===== src/rtl/pmm_arb_pkg.sv =====
// Shared definitions for the PMM port arbiter: FSM states, parameter
// defaults, the abort fill byte and a saturating counter helper.
package pmm_arb_pkg;

  localparam int DEFAULT_NUM_PORTS = 4;
  localparam int DEFAULT_TIMEOUT   = 1024;

  localparam logic [7:0] ABORT_FILL_BYTE = 8'h00;

  typedef enum logic [1:0] {
    ST_IDLE  = 2'd0,
    ST_XFER  = 2'd1,
    ST_ABORT = 2'd2
  } arb_state_e;

  // 16-bit event counter add that sticks at 0xFFFF instead of wrapping.
  function automatic logic [15:0] sat_add16(input logic [15:0] a, input logic [3:0] b);
    logic [16:0] sum;
    sum = {1'b0, a} + {13'd0, b};
    return sum[16] ? 16'hFFFF : sum[15:0];
  endfunction

endpackage


===== src/rtl/pmm_rr_arbiter.sv =====
// Combinational round-robin picker: scans the request mask starting at
// the base index and returns the first requester as one-hot and index.
module pmm_rr_arbiter #(
  parameter int N  = 4,
  parameter int IW = $clog2(N)
) (
  input  logic [N-1:0]  req,
  input  logic [IW-1:0] base,
  output logic [N-1:0]  grant,
  output logic [IW-1:0] grant_idx
);

  logic [IW-1:0] idx;
  logic          found;

  // First requester at or after base, wrapping modulo N.
  always_comb begin
    // NOTE: every output of a combinational block gets a default first, so no path leaves it unassigned and infers a latch.
    grant     = '0;
    grant_idx = '0;
    found     = 1'b0;
    idx       = '0;
    for (int i = 0; i < N; i++) begin
      idx = IW'((int'(base) + i) % N);
      if (!found && req[idx]) begin
        found      = 1'b1;
        grant[idx] = 1'b1;
        grant_idx  = idx;
      end
    end
  end

endmodule


===== src/rtl/pmm_port_arbiter.sv =====
// Packet-level arbiter that merges NUM_PORTS byte streams into the single
// PMM payload input. A port owns the PMM from its sop byte to its eop byte;
// a stalled owner is aborted after TIMEOUT idle cycles with a fill byte.
module pmm_port_arbiter
  import pmm_arb_pkg::*;
#(
  parameter int NUM_PORTS = DEFAULT_NUM_PORTS,
  parameter int TIMEOUT   = DEFAULT_TIMEOUT
) (
  input  logic                       clk,
  input  logic                       rst,
  input  logic [8*NUM_PORTS-1:0]     req_payload,
  input  logic [NUM_PORTS-1:0]       req_valid,
  input  logic [NUM_PORTS-1:0]       req_sop,
  input  logic [NUM_PORTS-1:0]       req_eop,
  output logic [NUM_PORTS-1:0]       req_ready,
  input  logic                       pmm_ready,
  output logic [7:0]                 pmm_payload,
  output logic                       pmm_payload_valid,
  output logic                       pmm_start_of_packet,
  output logic                       pmm_end_of_packet,
  output logic [$clog2(NUM_PORTS)-1:0] grant_port,
  output logic                       busy,
  output logic [15:0]                abort_count,
  output logic [15:0]                drop_count
);

  localparam int IW = $clog2(NUM_PORTS);
  localparam int TW = (TIMEOUT > 0) ? $clog2(TIMEOUT + 1) : 1;

  arb_state_e     state;
  logic [IW-1:0]  last_grant;
  logic           first_beat;
  logic [TW-1:0]  idle_cnt;

  logic [NUM_PORTS-1:0] candidates;
  logic [NUM_PORTS-1:0] drop_mask;
  logic [NUM_PORTS-1:0] arb_grant;
  logic [IW-1:0]        arb_idx;
  logic [IW-1:0]        rr_base;
  logic                 arb_any;
  logic                 sel_valid;
  logic                 sel_sop;
  logic                 sel_eop;
  logic [7:0]           sel_byte;
  logic                 accept;
  logic [3:0]           drop_num;

  // Packet heads compete for the PMM; headless bytes in IDLE are orphans.
  assign candidates = req_valid & req_sop;
  assign drop_mask  = (state == ST_IDLE && pmm_ready) ? (req_valid & ~req_sop) : '0;
  assign drop_num   = 4'($countones(drop_mask));

  assign rr_base = (last_grant == IW'(NUM_PORTS - 1)) ? '0 : last_grant + IW'(1);

  pmm_rr_arbiter #(.N(NUM_PORTS), .IW(IW)) u_rr (
    .req       (candidates),
    .base      (rr_base),
    .grant     (arb_grant),
    .grant_idx (arb_idx)
  );

  assign arb_any = |arb_grant;

  // The owning port's beat, selected by the registered grant.
  assign sel_valid = req_valid[grant_port];
  assign sel_sop   = req_sop[grant_port];
  assign sel_eop   = req_eop[grant_port];
  assign sel_byte  = req_payload[{grant_port, 3'b000} +: 8];
  assign accept    = (state == ST_XFER) && pmm_ready && sel_valid;

  assign busy = !rst && (state != ST_IDLE);

  // Ready: orphans are drained in IDLE, only the owner moves in XFER, nobody in ABORT.
  always_comb begin
    req_ready = '0;
    if (!rst) begin
      case (state)
        ST_IDLE: req_ready = drop_mask;
        ST_XFER: req_ready[grant_port] = pmm_ready;
        default: req_ready = '0;
      endcase
    end
  end

  // Arbitration FSM, registered PMM output stage and event counters.
  always_ff @(posedge clk) begin
    // NOTE: state is updated with non-blocking assignments so every register samples pre-edge values regardless of statement order.
    if (rst) begin
      state               <= ST_IDLE;
      last_grant          <= IW'(NUM_PORTS - 1);
      grant_port          <= '0;
      first_beat          <= 1'b0;
      idle_cnt            <= '0;
      pmm_payload         <= 8'h00;
      pmm_payload_valid   <= 1'b0;
      pmm_start_of_packet <= 1'b0;
      pmm_end_of_packet   <= 1'b0;
      abort_count         <= '0;
      drop_count          <= '0;
    end else begin
      pmm_payload_valid   <= 1'b0;
      pmm_start_of_packet <= 1'b0;
      pmm_end_of_packet   <= 1'b0;
      drop_count          <= sat_add16(drop_count, drop_num);

      case (state)
        ST_IDLE: begin
          if (pmm_ready && arb_any) begin
            grant_port <= arb_idx;
            first_beat <= 1'b1;
            idle_cnt   <= '0;
            state      <= ST_XFER;
          end
        end

        ST_XFER: begin
          if (accept) begin
            pmm_payload         <= sel_byte;
            pmm_payload_valid   <= 1'b1;
            pmm_start_of_packet <= sel_sop & first_beat;
            pmm_end_of_packet   <= sel_eop;
            first_beat          <= 1'b0;
            idle_cnt            <= '0;
            if (sel_eop) begin
              last_grant <= grant_port;
              state      <= ST_IDLE;
            end
          end else if (pmm_ready && TIMEOUT != 0) begin
            idle_cnt <= idle_cnt + TW'(1);
            if (idle_cnt == TW'(TIMEOUT - 1)) begin
              state <= ST_ABORT;
            end
          end
        end

        ST_ABORT: begin
          if (pmm_ready) begin
            pmm_payload       <= ABORT_FILL_BYTE;
            pmm_payload_valid <= 1'b1;
            pmm_end_of_packet <= 1'b1;
            abort_count       <= sat_add16(abort_count, 4'd1);
            last_grant        <= grant_port;
            state             <= ST_IDLE;
          end
        end

        default: state <= ST_IDLE;
      endcase
    end
  end

endmodule


===== config.mk =====
export PLATFORM = sky130hd
export DESIGN_NAME = pmm_port_arbiter
export DESIGN_NICKNAME = d
export VERILOG_FILES = /design/src/rtl/pmm_arb_pkg.sv /design/src/rtl/pmm_rr_arbiter.sv /design/src/rtl/pmm_port_arbiter.sv
export SDC_FILE = /design/constraint.sdc
export NUM_CORES = 1
export LEC_CHECK = 0
export CAP_MARGIN = 10
export CELL_PAD_IN_SITES_DETAIL_PLACEMENT = 0
export CELL_PAD_IN_SITES_GLOBAL_PLACEMENT = 1
export CORE_ASPECT_RATIO = 0.7
export CORE_MARGIN = 4
export CORE_UTILIZATION = 37
export CTS_CLUSTER_SIZE = 8
export DETAILED_ROUTE_END_ITERATION = 6
export PLACE_DENSITY = 0.86
export SYNTH_ARGS = -nofsm -noshare
export SYNTH_HDL_FRONTEND = slang
export SYNTH_HIERARCHICAL = 1
export SYNTH_SLANG_ARGS = --single-unit

===== constraint.sdc =====
create_clock -name clk -period 4.38 [get_ports clk]
set_input_delay 0.657 -clock clk [delete_from_list [all_inputs] [get_ports clk]]
set_output_delay 0.657 -clock clk [all_outputs]
set_load 0.02 [all_outputs]

==> flow_summary_export.csv, run 1 <==
group,metric,value,unit
detailed_routing,ant_nets,0,
placed_design,place_hpwl,7242,um
cts,path_clk_slew,0.05,ns
outcome,status,"finished clean",
floorplan,die_y,91.96,um
cts,clockRootBuffer,"clkbuf_16",
critical_path,max_stage_delay,0.48,ns
detailed_routing,drtIter0Drc,219,
critical_path,cp_num_buf_inv,3,
layout,fin_cells,632,
layout,final_area,0.005100,mm2
sta,finClkSkew,0.005175,ns
critical_path,crit_family,"adder cells",
synth,async_reset_ff_share,0,%
critical_path,worstPathCellList,"inv_1, ha_1, nand2_1, nor3b_1, fa_1, inv_1, fa_1, inv_1, fa_1, and4_1, nand3_1, o21a_1, nor2_1",
floorplan,die_area,0.01177,mm2
grt,grt_antenna_before_repair,0,
layout,mostFrequentLayoutCells,"clkdlybuf4s50_1 (95), dfxtp_1 (61), nor2_1 (46)",
layout,n_antenna_cell,0,
cts,htreeDepth,3,
grt,grt_use_total,17.17,%
sta,min_period_over_period,88.00,%
synth,synth-main-ff-cell,"dfxtp_1",
detailed_routing,via_count,3370,
placed_design,io_buffers,96,
synth,avgSynthCellArea,9.200,um2
synth,synth.cell_area,0.003726,mm2
critical_path,cp_slowest_cell,"fa_1",
cts,cts_resized,0,
critical_path,crit_fanout,13,
critical_path,worst_ep_arrival_time,4.05,ns
layout,final_util,52.26,%
detailed_routing,avgRoutedWirePerCell,15.48,um
placed_design,placed_cells,616,
sta,worst_pin_slew,0.5613,ns
critical_path,crit_path_end_kind,"flip-flop",
layout,layout_commonest_cell,"clkdlybuf4s50_1",
cts,clk-insertion-delay-late,0.33,ns
floorplan,core-area,0.009759,mm2
synth,synth-seq-cells,61,
grt,grt_pass1_wl,16380,um
cts,tritoncts,"done",
worst_hold_path,hold_class,"reg -> reg",
power,total_power,2.105,mW
placed_design,post_dp_cell_area,0.004787,mm2
floorplan,io_pins,97,
critical_path,startpoint_type,"flip-flop",
synth,synth_cell_types,62,
synth,seq_area_frac_synth,32.77,%
floorplan,fp.dieW,127.9,um
layout,area_growth,36.87,%
sta,final.setup.tns,0,ns
synth,yosys_warnings,6,
power,p_per_area,412.8,mW/mm2
cts,clockBufferDepth,2,
critical_path,required,4.58,ns
power,cellLeakagePower,1.775,nW
power,ir_drop,0.1975,mV
sta,slew_headroom,62.58,%
sta,rsz0062_at_grt,"no",
sta,finalSetupViolations,0,
placed_design,place_congestion,0.8503,
floorplan,start_util,38.18,%
sta,worst_slack,0.5256,ns
grt,grt_max_degree,54,
placed_design,place_ws,0.2745,ns
synth,synth_edf_count,0,
cts,cts_hold_buf,0,
layout,drive_gt1_share,9.722,%
grt,grt_overflow,0,
synth,synth_nets,468,
detailed_routing,via_per_inst,5.332,
sta,hold_viol,0,
detailed_routing,drt-total-wl,9783,um
sta,period_needed,3.854,ns
detailed_routing,route.detailed.drc,0,
cts,cts_buffers,9,
cts,post-cts-setup-buffers,0,
detailed_routing,drt_pass1_iterations,4,
floorplan,rows,30,
sta,holdWs,0.4720,ns
critical_path,critical_path_class,"reg -> reg",
sta,fmax,259.4,MHz
layout,nets,562,
grt,grt_pass1_vias,3247,
cts,cts_sinks,61,
synth,syn-instance-count,405,
flow_run,max_cap_violations,0,
sta,final_max_slew_viol_count,0,
## cells in the mapped netlist (2+ instances only)
cell	instances	area [um2]
a21oi_1	36	180.2
nand2_1	26	97.59
mux2i_1	10	100.1
nand4_1	10	62.56
o21ai_0	7	35.03
inv_1	12	45.04
o21a_1	3	22.52
dfxtp_1	61	1221
mux4_1	6	157.7
ha_1	13	162.7
xnor2_1	10	87.58
and4_1	5	43.79
buf_1	2	7.510
nor2b_1	4	25.02
buf_6	3	33.78
fa_1	3	60.06
nor3b_1	3	22.52
a22oi_1	16	120.1
o21bai_1	3	22.52
nand2b_1	3	18.77
clkbuf_1	7	26.28
xor2_1	21	183.9
and2_1	5	31.28
a31oi_1	4	25.02
nor2_1	46	172.7
a211oi_1	3	22.52
and3_1	7	43.79
mux4_2	9	202.7
nand4b_1	2	17.52
o21ai_1	6	30.03
nor3_1	8	40.04
nor3_4	2	32.53
buf_2	7	35.03
nand3_1	14	70.07
## layer usage
metal	routed length (um)	GRT usage (%)	vias up	share of wire [%]
met2	4408	25.70	84	45
met1	4770	24.39	1613	49
met5	0	0	-	0
met4	88	4.505	0	0.90
li1	-	-	1664	-
met3	516	4.715	9	5.3
## worst reg2reg max path: cells and delay by family, from the launching register on
kind                     cells  cell delay, ns
AO/OA/AOI/OAI                1            0.20
adder cells (fa/ha/maj)      4            1.55
buffers and inverters        3            0.25
flip-flops                   1            0.31
AND/OR/NAND/NOR              5            1.42
## cell type report
type | count | area, um2
clock buffers | 13 | 270.3
well taps | 128 | 160.2
clock inverters | 3 | 42.54
fillers | 908 | 4659
inverters | 13 | 48.80
multi-input cells | 311 | 2349
flip-flops and latches | 61 | 1221
repair buffers | 103 | 1008
## kinds of logic after synthesis
logic type,Yosys count,synth area share [%]
buf+inv,33,4.197
fa+ha+maj,16,5.977
flops,61,32.77
mux,25,12.36
xor+xnor,31,7.287
simple gates,149,22.10
compound gates,90,15.31
## power breakdown
part / leakage, nW / switching, mW / internal (mW)
clock network: 0.152 / 0.246 / 0.486
logic: 1.13 / 0.414 / 0.334
registers: 0.493 / 0.0301 / 0.596
total: 1.77 / 0.690 / 1.42
## flip-flops by register name, indices dropped and copies added, names as in the netlist
register,cells
pmm_payload,8
drop_count,16
last_grant,2
pmm_start_of_packet,1
abort_count,16
state,2
first_beat,1
idle_cnt,11
pmm_payload_valid,1
pmm_end_of_packet,1
grant_port,2
## worst paths after layout
kind	slack, ns	cells after the start	from	to
worst max-delay path	0.53	13	state[1]	drop_count[6]
worst min-delay path	0.47	2	first_beat	first_beat
worst max register to register	0.53	13	state[1]	drop_count[6]
worst min register to register	0.47	2	first_beat	first_beat
Note: power is estimated with default switching activity, not from simulation.
==> run 2, diff against run 1 <==
Settings changed: ABC_AREA set to 1, CORE_UTILIZATION 37 to 36, PLACE_DENSITY 0.86 to 0.87, REMOVE_ABC_BUFFERS set to 1.
==> run 2 against run 1 <==
Net effect: sequential share of layout area fell by 1.5 points; synthesized cell count rose by 46%; flip-flop and latch count did not move; worst hold slack got worse by 0.015 ns; maximum frequency rose by 7.5%; clock-buffer cell count fell by 1; non-clock buffer count fell by 5; power rose by 17%; cell count rose by 33%.
==> flow_summary_export.csv, run 2 <==
group,metric,value,unit
synth,ys_top_cells_by_area,"dfxtp_1 (30%), nand2_1 (11%), nand3_1 (7.3%)",
detailed_routing,drt_pass1_iterations,6,
critical_path,cp-startpoint,"pmm_ready",
sta,rsz0062_at_grt,"no",
critical_path,crit_path_end_kind,"flip-flop",
layout,drive_gt1_share,9.593,%
synth,async_reset_ff_share,0,%
grt,gr-usage-met3,6.056,%
synth,synth_edf_count,0,
floorplan,die_y,97.33,um
floorplan,io_pins,97,
sta,finalSetupViolations,0,
worst_hold_path,whs_path_depth,2,
synth,seq_area_frac_synth,29.76,%
detailed_routing,via_per_inst,4.920,
layout,top_regs,"abort_count x16, drop_count x16, idle_cnt x11",
critical_path,required,4.65,ns
cts,htreeDepth,3,
sta,final.setup.tns,0,ns
synth,synthMuxAreaShare,0,%
synth,yosys_warnings,6,
cts,cts_sinks,61,
layout,mostFrequentLayoutCells,"nand2_1 (123), clkdlybuf4s50_1 (96), inv_1 (69)",
flow_run,max_cap_violations,0,
cts,tritoncts,"done",
power,p_comb_share,47.2,%
sta,period_needed,3.585,ns
grt,grt_use_met2,27.26,%
critical_path,crit_cells,16,
synth,synth-seq-cells,61,
sta,fmax,279.0,MHz
critical_path,crit_fanout,12,
synth,yosysMostFrequentCell,"nand2_1",
layout,layout_commonest_cell,"nand2_1",
layout,area_growth,32.65,%
critical_path,max_stage_delay,0.54,ns
cts,cts_resized,0,
critical_path,worst_ep_arrival_time,3.85,ns
synth,syn-instance-count,591,
critical_path,ff2ff_path_depth,17,
layout,seq_area,0.001221,mm2
detailed_routing,drt-total-wl,11140,um
grt,grtUsageMet1,22.68,%
critical_path,critical_path_class,"in -> reg",
floorplan,start_util,37.00,%
critical_path,cp_slowest_cell,"clkdlybuf4s50_1",
synth,synth_compound_area_share,14.18,%
power,swShare,41.07,%
critical_path,startpoint_type,"input pin",
power,power.share.clock,25.9,%
floorplan,fp.dieW,135.6,um
critical_path,rrSetupSlack,1.01,ns
power,p_per_area,453.0,mW/mm2
synth,synth_top_family_by_area,"simple AND/OR/NAND/NOR gates",
synth,yosysTopAreaCellShare,29.76,%
synth,synthAdderAreaFrac,5.427,%
power,seq_power_share,26.9,%
synth,synth_top_area_cell,"dfxtp_1",
cts,path_clk_slew,0.05,ns
detailed_routing,via_count,4138,
sta,final_max_slew_viol_count,0,
grt,grt_antenna_before_repair,0,
critical_path,r2r_start,"state[0]",
synth,avgSynthCellArea,6.944,um2
grt,grt_overflow,0,
grt,grt_pass1_wl,18760,um
power,p_int,1.453,mW
placed_design,place_congestion,0.8460,
floorplan,core-area,0.01109,mm2
outcome,status,"finished clean",
synth,synth-main-ff-cell,"dfxtp_1",
power,total_power,2.466,mW
critical_path,critPathCapture,"drop_count[11]",
sta,hold_viol,0,
grt,grt_use_total,17.21,%
synth,synth-xor-area-share,4.268,%
layout,fin_cells,841,
grt,grt.busiest_layer,"met2",
sta,slew_headroom,42.50,%
layout,nFillCells,1103,
sta,finClkSkew,0.006201,ns
power,ir_drop,0.1873,mV
critical_path,cp_num_buf_inv,4,
layout,nets,748,
synth,synth_cell_types,47,
detailed_routing,drtIter0Drc,283,
layout,multi_input_comb_area,0.002474,mm2
grt,grt_pass1_vias,3960,
synth,synth.cell_area,0.004104,mm2
detailed_routing,route.detailed.drc,0,
placed_design,place_hpwl,8662,um
power,cellLeakagePower,2.233,nW
sta,worst_pin_slew,0.8615,ns
cts,post-cts-setup-buffers,0,
placed_design,io_buffers,96,
worst_hold_path,hold_class,"reg -> reg",
layout,n_antenna_cell,0,
critical_path,r2r-end,"drop_count[11]",
critical_path,worstPathCellList,"clkdlybuf4s50_1, nand2_1, nor2_1, fa_1, inv_1, fa_1, inv_1, fa_1, nand3_1, nor2_1, nand2_1, nor2_2, nand4_2, nand3_1, nand2_1, inv_1",
grt,grt_max_degree,26,
floorplan,rows,32,
detailed_routing,ant_nets,0,
cts,clockBufferDepth,2,
floorplan,die_area,0.01320,mm2
placed_design,placed_cells,827,
cts,cts_buffers,9,
critical_path,crit_family,"simple AND/OR/NAND/NOR gates",
cts,clk-insertion-delay-late,0.32,ns
synth,yosys.area_share.simple,36.40,%
sta,min_period_over_period,81.84,%
detailed_routing,avgRoutedWirePerCell,13.25,um
cts,clockRootBuffer,"clkbuf_16",
synth,ys_top_cells_by_count,"nand2_1 (123), inv_1 (69), nor2_1 (65)",
cts,cts_hold_buf,0,
power,p_sw,1.013,mW
-- run 2: area by class of cell --
cell class / instances / area share [%]
timing repair buffer: 98 / 17.93
inverter: 78 / 5.792
tap: 153 / 3.516
multi-input combinational: 437 / 45.44
clock buffer: 12 / 4.712
sequential: 61 / 22.43
clock inverter: 2 / 0.1839
-- run 2: tightest hold or removal path, cell delays in order, from the launching register on --
cell and delay [ns]:
dfxtp_1 0.31, inv_1 0.05, a21oi_1 0.05
-- run 2: cell families (layout without fill, tap and decap cells) --
kind of cell	Yosys count	count (layout)
simple gates	305	305
buf+inv	93	190
xor+xnor	20	20
compound gates	96	96
fa+ha+maj	16	16
flops	61	61
-- run 2: worst min path at each step --
stage	start	endpoint	slack [ns]
4_1_cts	idle_cnt[4]	idle_cnt[4]	0.47
3_3_place_gp	idle_cnt[4]	idle_cnt[4]	0.43
6_report	idle_cnt[4]	idle_cnt[4]	0.46
2_1_floorplan	idle_cnt[4]	idle_cnt[4]	0.42
5_1_grt	idle_cnt[4]	idle_cnt[4]	0.49
3_5_place_dp	idle_cnt[4]	idle_cnt[4]	0.43
-- run 2: power by group through the flow --
| stage | Sequential, mW | Combinational, mW | Clock (mW) |
|---|---|---|---|
| 6_report | 0.663 | 1.17 | 0.638 |
| 5_1_grt | 0.672 | 1.32 | 0.672 |
| 3_5_place_dp | 0.674 | 1.16 | 0 |
| 2_1_floorplan | 0.703 | 0.788 | 0 |
| 3_3_place_gp | 0.674 | 1.14 | 0 |
| 4_1_cts | 0.664 | 1.16 | 0.650 |
-- run 2: routing by layer --
layer | wire length [um] | vias up
li1 | - | 2112
met1 | 5104 | 1885
met2 | 4984 | 133
met3 | 983 | 8
met4 | 72 | 0
met5 | 0 | -
-- run 2: per-stage QoR --
step	utilization, %	setup slack, ns	hold slack, ns	area (um2)
detailed placement	46.68	0.4582	0.4336	5177
floorplan	-	1.395	0.4216	4010
global placement	46.68	0.5162	0.4312	5177
CTS	49.09	0.7715	0.4650	5444
finish	49.09	0.7953	0.4568	5444
global route	49.09	0.4690	0.4857	5444
